<file path="config.mk">
export PLATFORM = sky130hd
export DESIGN_NAME = map_blitter
export DESIGN_NICKNAME = d
export VERILOG_FILES = /design/src/rtl/map_blitter_pkg.sv /design/src/rtl/map_port_mux.sv /design/src/rtl/map_blitter.sv
export SDC_FILE = /design/constraint.sdc
export NUM_CORES = 1
export LEC_CHECK = 0
export CORE_MARGIN = 5
export CORE_UTILIZATION = 45
export CTS_CLUSTER_DIAMETER = 30
export CTS_CLUSTER_SIZE = 12
export DETAILED_ROUTE_END_ITERATION = 8
export PLACE_DENSITY = 0.78
export SLEW_MARGIN = 20
export SYNTH_ARGS = -nofsm -noshare
export SYNTH_HDL_FRONTEND = slang
export SYNTH_SLANG_ARGS = --single-unit
</file>
<file path="constraint.sdc">
create_clock -name clock -period 3.7 [get_ports clock]
set_input_delay 0.74 -clock clock [delete_from_list [all_inputs] [get_ports clock]]
set_output_delay 0.74 -clock clock [all_outputs]
set_load 0.005 [all_outputs]
</file>
<file path="src/rtl/map_blitter_pkg.sv">
// map_blitter_pkg
//   Shared definitions for the tile-map fill/copy engine: FSM state
//   encoding, CTRL/STATUS register bit positions, the LEN ceiling and a
//   helper that assembles the STATUS word.
//   Optional feature macro used by map_blitter: MAP_BLITTER_ABORT_EN.
package map_blitter_pkg;

   typedef enum logic [2:0] {
      ST_IDLE,
      ST_FILL,
      ST_C_READ,
      ST_C_CAPT,
      ST_C_WRITE
   } state_t;

   // CTRL write fields
   localparam int CTRL_START    = 0;
   localparam int CTRL_MODE     = 1;   // 0 fill, 1 copy
   localparam int CTRL_ABORT    = 2;
   localparam int CTRL_FILL_LSB = 24;

   // STATUS read fields
   localparam int STAT_BUSY     = 31;
   localparam int STAT_DONE     = 30;
   localparam int STAT_ABORTED  = 29;

   // Largest element count: the whole 32x32 map
   localparam int LEN_MAX       = 1024;

   function automatic logic [31:0] status_word(input logic        busy,
                                               input logic        done,
                                               input logic        aborted,
                                               input logic [31:0] remaining);
      logic [31:0] w;
      w               = remaining;
      w[STAT_BUSY]    = busy;
      w[STAT_DONE]    = done;
      w[STAT_ABORTED] = aborted;
      return w;
   endfunction

endpackage

</file>
<file path="src/rtl/map_port_mux.sv">
// map_port_mux
//   CPU-priority multiplexer for map_ram port B. When the CPU selects the
//   map window it owns the port outright; otherwise the engine request is
//   forwarded and grant tells the engine its access actually happened.
// Ports
//   cpu_*   : CPU map window access (select, strobes, row/col, write data)
//   eng_*   : engine request (select, strobes, row/col, write data)
//   b_*     : to map_ram port B
//   grant   : 1 when the engine owns the port this cycle
module map_port_mux
   import map_blitter_pkg::*;
#(
   parameter int HALF_W = 5,
   parameter int TILE_W = 8
) (
   input  logic              cpu_map_cs,
   input  logic              cpu_read,
   input  logic              cpu_write,
   input  logic [HALF_W-1:0] cpu_row,
   input  logic [HALF_W-1:0] cpu_col,
   input  logic [TILE_W-1:0] cpu_data,
   input  logic              eng_cs,
   input  logic              eng_read,
   input  logic              eng_write,
   input  logic [HALF_W-1:0] eng_row,
   input  logic [HALF_W-1:0] eng_col,
   input  logic [TILE_W-1:0] eng_data,
   output logic              b_cs,
   output logic              b_read,
   output logic              b_write,
   output logic [HALF_W-1:0] b_row,
   output logic [HALF_W-1:0] b_col,
   output logic [TILE_W-1:0] b_in,
   output logic              grant
);

   always_comb begin
      if (cpu_map_cs) begin
         b_cs    = 1'b1;
         b_read  = cpu_read;
         b_write = cpu_write;
         b_row   = cpu_row;
         b_col   = cpu_col;
         b_in    = cpu_data;
         grant   = 1'b0;
      end else begin
         b_cs    = eng_cs;
         b_read  = eng_read;
         b_write = eng_write;
         b_row   = eng_row;
         b_col   = eng_col;
         b_in    = eng_data;
         grant   = 1'b1;
      end
   end

endmodule

</file>
<file path="src/rtl/map_blitter.sv">
// map_blitter
//   Fill/copy engine for the 32x32 tile map RAM. Shares map_ram port B with
//   the CPU; CPU map accesses always win and the engine simply stalls.
//   Fill writes one element per granted cycle; copy uses read / capture /
//   write (three cycles per element uncontended).
//   Optional: MAP_BLITTER_ABORT_EN enables CTRL[2] abort and STATUS[29].
// Ports
//   clock, n_reset         : clock, async active-low reset
//   read, write            : CPU bus strobes
//   src_cs/dst_cs/len_cs   : register selects (index in data_in[11:2], LEN in [10:0])
//   ctrl_cs                : CTRL write / STATUS read
//   data_in, data_out(_valid) : CPU data; STATUS = {busy, done, aborted, 0, remaining}
//   cpu_map_cs/row/col/map_in : CPU map window access
//   b_*                    : map_ram port B (b_out registered, valid the cycle after a read)
//   busy, irq              : engine active, sticky DONE
module map_blitter
   import map_blitter_pkg::*;
#(
   parameter int INDEX_WIDTH = 10,
   parameter int TILE_WIDTH  = 8
) (
   input  logic                       clock,
   input  logic                       n_reset,
   input  logic                       read,
   input  logic                       write,
   input  logic                       src_cs,
   input  logic                       dst_cs,
   input  logic                       len_cs,
   input  logic                       ctrl_cs,
   input  logic [31:0]                data_in,
   output logic [31:0]                data_out,
   output logic                       data_out_valid,
   input  logic                       cpu_map_cs,
   input  logic [INDEX_WIDTH/2-1:0]   cpu_row,
   input  logic [INDEX_WIDTH/2-1:0]   cpu_col,
   input  logic [TILE_WIDTH-1:0]      cpu_map_in,
   output logic                       b_cs,
   output logic                       b_read,
   output logic                       b_write,
   output logic [INDEX_WIDTH/2-1:0]   b_row,
   output logic [INDEX_WIDTH/2-1:0]   b_col,
   output logic [TILE_WIDTH-1:0]      b_in,
   input  logic [TILE_WIDTH-1:0]      b_out,
   output logic                       busy,
   output logic                       irq
);

   localparam int HALF_W    = INDEX_WIDTH / 2;
   localparam int LEN_W     = INDEX_WIDTH + 1;
   localparam int LEN_MAX_P = 1 << INDEX_WIDTH;

   state_t                 state;
   logic [INDEX_WIDTH-1:0] src;
   logic [INDEX_WIDTH-1:0] dst;
   logic [LEN_W-1:0]       remaining;
   logic [LEN_W-1:0]       len_wr;
   logic [TILE_WIDTH-1:0]  fill_val;
   logic [TILE_WIDTH-1:0]  copy_buf;
   logic                   done;
   logic                   aborted;

   logic                   status_rd;
   logic                   reg_wr;
   logic                   start_req;
   logic                   abort_req;
   logic                   grant;
   logic                   step;
   logic                   last_step;
   logic                   done_set;

   logic                   eng_cs;
   logic                   eng_read;
   logic                   eng_write;
   logic [INDEX_WIDTH-1:0] eng_idx;
   logic [TILE_WIDTH-1:0]  eng_data;

   // Only some data_in bits are register fields.
   logic                   unused_data;
   assign unused_data = ^data_in;

   assign busy           = (state != ST_IDLE);
   assign irq            = done;
   assign status_rd      = ctrl_cs && read;
   assign data_out_valid = status_rd;
   assign reg_wr         = write && !busy;
   assign start_req      = reg_wr && ctrl_cs && data_in[CTRL_START];

   // LEN values above a full map are clamped rather than truncated.
   assign len_wr = (data_in[LEN_W-1:0] > LEN_W'(LEN_MAX_P)) ? LEN_W'(LEN_MAX_P)
                                                           : data_in[LEN_W-1:0];

`ifdef MAP_BLITTER_ABORT_EN
   assign abort_req = write && ctrl_cs && busy && data_in[CTRL_ABORT];

   always_ff @(posedge clock or negedge n_reset) begin
      if (!n_reset)       aborted <= 1'b0;
      else if (abort_req) aborted <= 1'b1;
      else if (status_rd) aborted <= 1'b0;
   end
`else
   assign abort_req = 1'b0;
   assign aborted   = 1'b0;
`endif

   // Engine port request. An aborting cycle drops the request so the
   // element being worked on is left untouched.
   always_comb begin
      eng_cs    = 1'b0;
      eng_read  = 1'b0;
      eng_write = 1'b0;
      eng_idx   = dst;
      eng_data  = fill_val;
      if (!abort_req) begin
         case (state)
            ST_FILL: begin
               eng_cs    = 1'b1;
               eng_write = 1'b1;
            end
            ST_C_READ: begin
               eng_cs   = 1'b1;
               eng_read = 1'b1;
               eng_idx  = src;
            end
            ST_C_WRITE: begin
               eng_cs    = 1'b1;
               eng_write = 1'b1;
               eng_data  = copy_buf;
            end
            default: ;
         endcase
      end
   end

   map_port_mux #(
      .HALF_W (HALF_W),
      .TILE_W (TILE_WIDTH)
   ) u_mux (
      .cpu_map_cs (cpu_map_cs),
      .cpu_read   (read),
      .cpu_write  (write),
      .cpu_row    (cpu_row),
      .cpu_col    (cpu_col),
      .cpu_data   (cpu_map_in),
      .eng_cs     (eng_cs),
      .eng_read   (eng_read),
      .eng_write  (eng_write),
      .eng_row    (eng_idx[INDEX_WIDTH-1:HALF_W]),
      .eng_col    (eng_idx[HALF_W-1:0]),
      .eng_data   (eng_data),
      .b_cs       (b_cs),
      .b_read     (b_read),
      .b_write    (b_write),
      .b_row      (b_row),
      .b_col      (b_col),
      .b_in       (b_in),
      .grant      (grant)
   );

   assign step      = grant && !abort_req;
   assign last_step = step && (remaining == LEN_W'(1)) &&
                      (state == ST_FILL || state == ST_C_WRITE);
   assign done_set  = (start_req && remaining == '0) || last_step;

   always_comb begin
      data_out = '0;
      if (status_rd)
         data_out = status_word(busy, done, aborted, 32'(remaining));
   end

   always_ff @(posedge clock or negedge n_reset) begin
      if (!n_reset) begin
         state     <= ST_IDLE;
         src       <= '0;
         dst       <= '0;
         remaining <= '0;
         fill_val  <= '0;
         copy_buf  <= '0;
         done      <= 1'b0;
      end else begin
         // Set wins over the read-clear in the same cycle.
         if (done_set)       done <= 1'b1;
         else if (status_rd) done <= 1'b0;

         if (reg_wr) begin
            if (src_cs) src       <= data_in[INDEX_WIDTH+1:2];
            if (dst_cs) dst       <= data_in[INDEX_WIDTH+1:2];
            if (len_cs) remaining <= len_wr;
         end

         case (state)
            ST_IDLE: begin
               if (start_req && remaining != '0) begin
                  fill_val <= data_in[CTRL_FILL_LSB +: TILE_WIDTH];
                  state    <= data_in[CTRL_MODE] ? ST_C_READ : ST_FILL;
               end
            end
            ST_FILL: begin
               if (step) begin
                  dst       <= dst + INDEX_WIDTH'(1);
                  remaining <= remaining - LEN_W'(1);
                  if (remaining == LEN_W'(1)) state <= ST_IDLE;
               end
            end
            ST_C_READ: begin
               if (step) state <= ST_C_CAPT;
            end
            ST_C_CAPT: begin
               // b_out holds the word read on the previous granted cycle.
               copy_buf <= b_out;
               state    <= ST_C_WRITE;
            end
            ST_C_WRITE: begin
               if (step) begin
                  src       <= src + INDEX_WIDTH'(1);
                  dst       <= dst + INDEX_WIDTH'(1);
                  remaining <= remaining - LEN_W'(1);
                  state     <= (remaining == LEN_W'(1)) ? ST_IDLE : ST_C_READ;
               end
            end
            default: state <= ST_IDLE;
         endcase

         if (abort_req) state <= ST_IDLE;
      end
   end

endmodule

</file>
[Yosys cells after proc, flatten, opt, wreduce, memory -nomap -nowiden]
Index checks and enable logic that the tools add are counted.
W data, S select, Z words.
Storage, ports and cells
  bits in registers: 51
  logic and storage cells: 77
  input port bits: 67
  output and inout port bits: 56
Cells by class
  reduce and logical (&&, ||, !) cells: 20
  eq/ne operators: 10
  add/sub/neg operators: 3
  order comparisons: 1
  muxes and demuxes: 36
Operators by type and width (number)
  $mux W10: 9
  $mux W11: 5
  $mux W32: 1
  $add A10 B1 Y10 const B: 2
  $mux W8: 2
  $mux W3: 5
  $pmux W3 S5: 1
  $eq A11 B1 Y1 const B: 1
  $gt A11 B11 Y1 const B: 1
  $logic_not A11 Y1: 1
  $reduce_bool A11 Y1: 1
  $sub A11 B1 Y11 const B: 1
  $mux W5: 2
  $ne A2 B2 Y1 const B: 5
  $mux W1: 9
  $logic_and A1 B1 Y1: 8
  $eq A3 B2 Y1 const B: 2
  $reduce_and A5 Y1: 1
  $mux W2: 2
  $eq A3 B1 Y1 const B: 1
  $eq A3 B3 Y1 const B: 1
  $logic_not A3 Y1: 1
  $reduce_bool A3 Y1: 1
  $reduce_or A3 Y1: 1
  5 further kinds: 6

[Logic depth before layout (Yosys ltp)]
Gate-level depths: netlist of the first run.
  depth in word-level cells: 8
  depth in mapped cells: 7
  mapped depth without buffers: 6

[By module]
Synthesis of the first run repeated with hierarchy kept, for this count alone.
Unflattened totals
  cells, all modules: 354
  area total of the unflattened synthesis: 3458.3 um2
By module, submodules not included
  map_blitter: cells an instance 330, area an instance 3200.6 um2, times used 1
  map_port_mux: cells an instance 24, area an instance 257.7 um2, times used 1

[Worst setup path before layout of the first run]
No wires, ideal clock.
  kind: input to output
  from: in cpu_map_cs
  to: out b_write
  data required time: 2960 ps
  stages: 5
  setup slack: 1368 ps
  data arrival time: 1592 ps
  cell sequence: clkbuf_1 -> nor2_1 -> nand2_1 -> clkbuf_1 -> nand2_1
On the way
  cells in the longest elaborated chain, start to end: 1
Ends and longest elaborated chain
  start: declaration: line map_blitter.sv:33  | input logic cpu_map_cs,
  $mux W1: line map_port_mux.sv:38  | if (cpu_map_cs) begin
  end: declaration: line map_blitter.sv:39  | output logic b_write,
No other way between the ends.

[Worst setup path after layout of the first run]
  from: reg state[2]
  to: out b_in[4]
On the way
  cells in the longest elaborated chain, start to end: 3
Ends and longest elaborated chain
  start: declaration: line map_blitter.sv:52  | state_t state;
  start signal: assignment: line map_blitter.sv:194  | state <= data_in[CTRL_MODE] ? ST_C_READ : ST_FILL;
  start signal: assignment: line map_blitter.sv:217  | state <= (remaining == LEN_W'(1)) ? ST_IDLE : ST_C_READ;
  $eq A3 B3 Y1: line map_blitter.sv:114  | case (state)
  $mux W8: line map_blitter.sv:114
  $mux W8: line map_port_mux.sv:38
  end: declaration: line map_blitter.sv:42  | output logic [TILE_WIDTH-1:0] b_in,
No other way between the ends.

==> impl_metrics.json, run 1 <==
{
  "grt_antenna_before_repair": 0,
  "relSlewSlack_pct": 52.4,
  "p_clk_share_pct": 18.7,
  "dr.pass1.iters": 5,
  "n_fill_cell": 656,
  "wl_per_cell_um": 16.6,
  "ctsHoldBuffers": 0,
  "finalSetupViolCount": 0,
  "ys.flop_type": "dfrtp_1",
  "cts.sinks": 51,
  "maxCapViolations": 0,
  "n_antenna_cell": 0,
  "area_delta_synth_final_pct": 30.1,
  "maxUsedRoutingLayer": "met4",
  "synthesis.area_mm2": 0.00348,
  "r2r-end": "fill_val[0]",
  "globalplace.congestion": 0.917,
  "wl_met1_um": 4070,
  "drc": 0,
  "cts_made_buffers": 5,
  "syn_inst": 382,
  "status": "completed",
  "initial_utilization_pct": 45.7,
  "cp-start-kind": "register",
  "num_io_pins": 123,
  "dp_hpwl_um": 7090,
  "syn-mean-instance-area_um2": 9.10,
  "crit_required_ps": 2960,
  "drive_above_1_share_pct": 11.2,
  "ant_nets": 0,
  "r2r_setup_slack_ps": 1410,
  "skew_ps": 6.43,
  "die-width_um": 97.9,
  "async_flop_share_pct": 100,
  "synth_edf_count": 0,
  "cp-end-kind": "output pin",
  "crit_type": "register to output pin",
  "first_global_vias": 3141,
  "die_area_mm2": 0.00958,
  "fin_tns_setup_ps": 0,
  "critPathMaxFanout": 12,
  "wl_met3_um": 766,
  "cts_setup_buffers": 0,
  "num_vias": 3270,
  "cts_resized": 0,
  "p_sw_uw": 780,
  "final.period_utilization_pct": 84.5,
  "worst_r2r_startpoint": "remaining[4]",
  "finalHoldViolations": 0,
  "sw_frac_of_total_pct": 34.5,
  "yosysSeqAreaShare_pct": 36.7,
  "rows": 32,
  "cp.arrival_ps": 2390,
  "overflow": 0,
  "p_leak_nw": 1.87,
  "p_int_mw": 1.48,
  "grt_max_degree": 41,
  "wl_met2_um": 4370,
  "synth_cell_types": 56,
  "fin_crit_ps": 3130,
  "grt_usage_pct": 19.2,
  "cts_buffer_depth": 2,
  "holdWs_ps": 474,
  "seqPwrFrac_pct": 45.6,
  "reg2regPathDepth": 4,
  "yosys.cell_count.top_type": "dfrtp_1",
  "cts_root_buf": "clkbuf_8",
  "nNetsFinal": 535,
  "rsz0062_at_grt": "false",
  "max_clock_freq_mhz": 320,
  "grt_first_pass_wirelength_um": 15200,
  "wirelength_um": 9420,
  "worst_slew_pin_slew_ps": 714,
  "vdd_ir_drop_max_uv": 255,
  "io_buffers": 91,
  "cts_tree": "built",
  "die_y_um": 97.9,
  "viasPerCell": 5.78,
  "clk_latency_ps": 310,
  "drtIter0Drc": 276,
  "maxSlewViolCount": 0,
  "synth_top_area_cell": "dfrtp_1",
  "hp-class": "primary input to async pin",
  "netlist.area_leader.share_pct": 36.7,
  "p_comb_share_pct": 35.7,
  "clk_pin_slew_ps": 100,
  "synthTopCellsByArea": "dfrtp_1 37%, mux2i_1 6.0%, buf_4 4.5%",
  "power.density_mw_per_mm2": 501,
  "htreeDepth": 2,
  "ys_seq_elements": 51,
  "fp.coreArea_mm2": 0.00761,
  "yosys_warnings": 0,
  "synth_common_cells": "51 x dfrtp_1, 39 x nand2_1, 28 x nor2_1, 27 x o21ai_0"
}
[cells by family after synthesis]
kind of cell / share of synthesized area (%)
xor+xnor: 0.756
simple gates: 21.1
fa+ha+maj: 1.80
buf+inv: 9.00
flops: 36.7
mux: 12.4
other cells: 0.108
compound gates: 18.1
[how the worst max path moves through the flow]
stage / end / slack, ps / start
6_report: b_in[4] / 570 / state[2]
5_1_grt: b_in[2] / 340 / state[2]
4_1_cts: b_in[3] / 560 / cpu_map_cs
3_5_place_dp: b_row[1] / 570 / cpu_map_cs
3_3_place_gp: b_row[4] / 620 / cpu_map_cs
2_1_floorplan: b_write / 1370 / cpu_map_cs
[flip-flops by register name, indices dropped and copies added, names as in the netlist]
name       cells
src           10
state          3
fill_val       8
copy_buf       8
remaining     11
irq            1
dst           10
[through the flow]
step	area (µm²)	cells	utilization, %	total power [mW]	worst slack (ps)
CTS	4520	566	59.4	2.26	560
global placement	4400	558	57.8	1.81	621
detailed placement	4400	558	57.8	1.84	566
floorplan	3540	400	-	1.50	1370
finish	4520	566	59.4	2.26	574
global route	4520	566	59.4	2.41	341
[power by group through the flow]
stage	Clock (mW)	Combinational [mW]	Sequential [mW]
final	0.422	0.809	1.03
after global routing	0.450	0.897	1.06
after CTS	0.424	0.813	1.02
after detailed placement	0	0.809	1.03
after global placement	0	0.790	1.02
after floorplan	0	0.574	0.931
[critical path, stage by stage (launching register included)]
cell,delay (ps)
dfrtp_1,600
nor3b_2,430
buf_4,260
mux2i_1,100
o21ai_0,160
clkdlybuf4s50_1,530
[final cells by class]
| type | count | area [µm²] | area share, % |
|---|---|---|---|
| Clock buffer | 6 | 82.6 | 1.83 |
| Clock inverter | 2 | 38.8 | 0.858 |
| Inverter | 16 | 60.1 | 1.33 |
| Multi-Input combinational cell | 291 | 1960 | 43.5 |
| Sequential cell | 51 | 1280 | 28.2 |
| Tap cell | 102 | 128 | 2.82 |
| Timing Repair Buffer | 98 | 971 | 21.5 |
[cell usage in the layout, fill, tap and decap left out, types with 2 or more instances in the layout]
cell	synthesis	layout
clkdlybuf4s50_1	0	90
a221o_1	5	5
inv_1	16	16
nand4_1	3	3
nor4b_1	3	3
a31oi_1	5	5
mux2_2	9	9
xnor2_1	2	2
o21ai_0	27	27
or2_2	2	2
o221a_2	8	8
nor4_1	6	6
nand3b_1	3	3
a211oi_1	10	10
nor2_1	28	28
nor3_2	3	3
a21oi_1	10	10
nor3b_1	5	3
mux2_4	8	8
and3_1	13	13
nand2_1	39	39
dfrtp_1	51	51
o21bai_1	2	2
buf_4	21	6
nand3_1	15	15
nor3_1	7	7
or4_1	3	3
conb_1	1	19
nor3b_2	0	2
ha_1	5	5
clkbuf_8	0	6
a221oi_1	3	3
a311oi_1	4	4
or3_1	2	2
mux2i_1	21	21
[routing by layer]
| metal | GRT usage [%] | up-vias |
|---|---|---|
| met5 | 0 | - |
| met4 | 6.07 | 0 |
| li1 | - | 1539 |
| met2 | 30.7 | 149 |
| met1 | 25.7 | 1562 |
| met3 | 4.64 | 20 |
Note: power is estimated with default switching activity, not from simulation.
==> run 2, diff against run 1 <==
CORE_UTILIZATION = 41   (was 45)
PLACE_DENSITY = 0.75   (was 0.78)
clock period = 2.69 ns   (was 3.7 ns; I/O delays follow)
==> impl_metrics.json, run 2 (synthesis gave the netlist of run 1 again) <==
{
  "status": "completed",
  "p_sw_mw": 1.09,
  "cts.sinks": 51,
  "num_vias": 3268,
  "worst_slew_pin_slew_ps": 725,
  "num_io_pins": 123,
  "power.density_mw_per_mm2": 667,
  "die_y_um": 102,
  "critPathMaxFanout": 21,
  "p_clk_share_pct": 16.1,
  "seqPwrFrac_pct": 45.7,
  "finalSetupViolCount": 0,
  "largest_register_ffs": 11,
  "dr.pass1.iters": 7,
  "crit_required_ps": 2150,
  "drtIter0Drc": 238,
  "setup_slack_ps": 109,
  "ant_nets": 0,
  "area_delta_synth_final_pct": 32.6,
  "die_area_mm2": 0.0104,
  "grt_usage_pct": 18.6,
  "fp.coreArea_mm2": 0.00826,
  "hp-class": "primary input to async pin",
  "wl_per_cell_um": 16.8,
  "crit_type": "primary input to output pin",
  "final_cell_mix": "90 x clkdlybuf4s50_1, 48 x dfrtp_1, 39 x nand2_1, 28 x nor2_1, 27 x o21ai_0",
  "cpLargestDelayFamily": "buffers and inverters",
  "nNetsFinal": 545,
  "rsz0062_at_grt": "false",
  "maxCapViolations": 0,
  "cts_buffer_depth": 2,
  "p_int_mw": 1.99,
  "skew_ps": 4.50,
  "ctsHoldBuffers": 0,
  "cp.arrival_ps": 2040,
  "fin_crit_ps": 2580,
  "path_cells": "clkdlybuf4s50_1, buf_12, mux2_2, clkdlybuf4s50_1",
  "overflow": 0,
  "cp-end-kind": "output pin",
  "dp_hpwl_um": 7550,
  "relSlewSlack_pct": 51.4,
  "rows": 33,
  "cpMostUsedCell": "clkdlybuf4s50_1",
  "crit_slowest_cell": "clkdlybuf4s50_1",
  "htreeDepth": 2,
  "die-width_um": 102,
  "final.period_utilization_pct": 96.0,
  "vdd_ir_drop_max_uv": 298,
  "cts_root_buf": "clkbuf_8",
  "grt_antenna_before_repair": 0,
  "fin_tns_setup_ps": 0,
  "max_clock_freq_mhz": 387,
  "cp-start-kind": "primary input",
  "p_leak_nw": 1.92,
  "slowest_delay_ps": 540,
  "viasPerCell": 5.64,
  "cp.buffers_inverters": 3,
  "p_comb_share_pct": 38.2,
  "cts_tree": "built",
  "r2r_setup_slack_ps": 380,
  "grt_first_pass_wirelength_um": 15700,
  "place_ws_ps": 111,
  "reg_top3": "remaining x11, dst x10, src x10",
  "clk_pin_slew_ps": 90,
  "n_antenna_cell": 0,
  "globalplace.congestion": 0.915,
  "initial_utilization_pct": 42.1,
  "io_buffers": 91,
  "drc": 0,
  "clk_latency_ps": 300,
  "cts_made_buffers": 5,
  "sw_frac_of_total_pct": 35.4,
  "layout_commonest_cell": "clkdlybuf4s50_1",
  "finalHoldViolations": 0,
  "regMostFlops": "remaining",
  "grt_max_degree": 28,
  "first_global_vias": 3213,
  "wirelength_um": 9710,
  "maxSlewViolCount": 0,
  "drive_above_1_share_pct": 13.9
}
==> run 2: final timing paths <==
path	cells after the start	startpoint	endpoint
setup / recovery	4	cpu_map_cs	b_read
hold / removal	1	n_reset	fill_val[2]
setup reg to reg	4	remaining[5]	fill_val[0]
hold reg to reg	1	copy_buf[4]	copy_buf[4]
max in group asynchronous	2	n_reset	state[0]
min in group clock	1	copy_buf[4]	copy_buf[4]
==> run 2: final cells by class <==
type / instances / area [µm²]
fillers: 745 / 3650
multi-input cells: 291 / 1970
flip-flops and latches: 51 / 1280
repair buffers: 108 / 1070
well taps: 105 / 131
clock buffers: 7 / 96.3
inverters: 16 / 60.1
clock inverters: 1 / 7.51
==> run 2: routing by layer <==
metal	vias to the layer above	track usage [%]	share of wire [%]
met1	1560	25.0	42
met5	-	0	0
li1	1549	-	-
met4	0	4.74	1.7
met2	146	30.0	47
met3	13	4.78	8.5
==> run 2: what timing repair did <==
item / in CTS / in global routing
endpoints found under the setup margin: 0 / 10
resized for setup: 0 / 6
setup buffers: 0 / 1
==> run 2: power by group through the flow <==
stage / logic [mW] / registers, mW / clock network [mW]
after floorplan: 0.790 / 1.28 / 0
after global placement: 1.13 / 1.39 / 0
after detailed placement: 1.17 / 1.41 / 0
after CTS: 1.17 / 1.39 / 0.511
after global routing: 1.30 / 1.46 / 0.535
final: 1.17 / 1.41 / 0.496
==> run 2: worst register-to-register path, cell delays in order (launching register included) <==
cell,delay [ps]
dfrtp_1,480
or4_1,590
nor3_2,270
a21o_1,500
mux2_4,350
==> run 2: stage by stage <==
step           std cells  hold WS (ps)  instance area, µm²  utilization (%)  power (mW)
5_1_grt              579           262                4610             55.8        3.29
3_3_place_gp         570           487                4480             54.3        2.52
4_1_cts              578           228                4590             55.5        3.08
2_1_floorplan        400           242                3540                -        2.07
3_5_place_dp         570           496                4480             54.3        2.57
6_report             579           221                4610             55.8        3.07
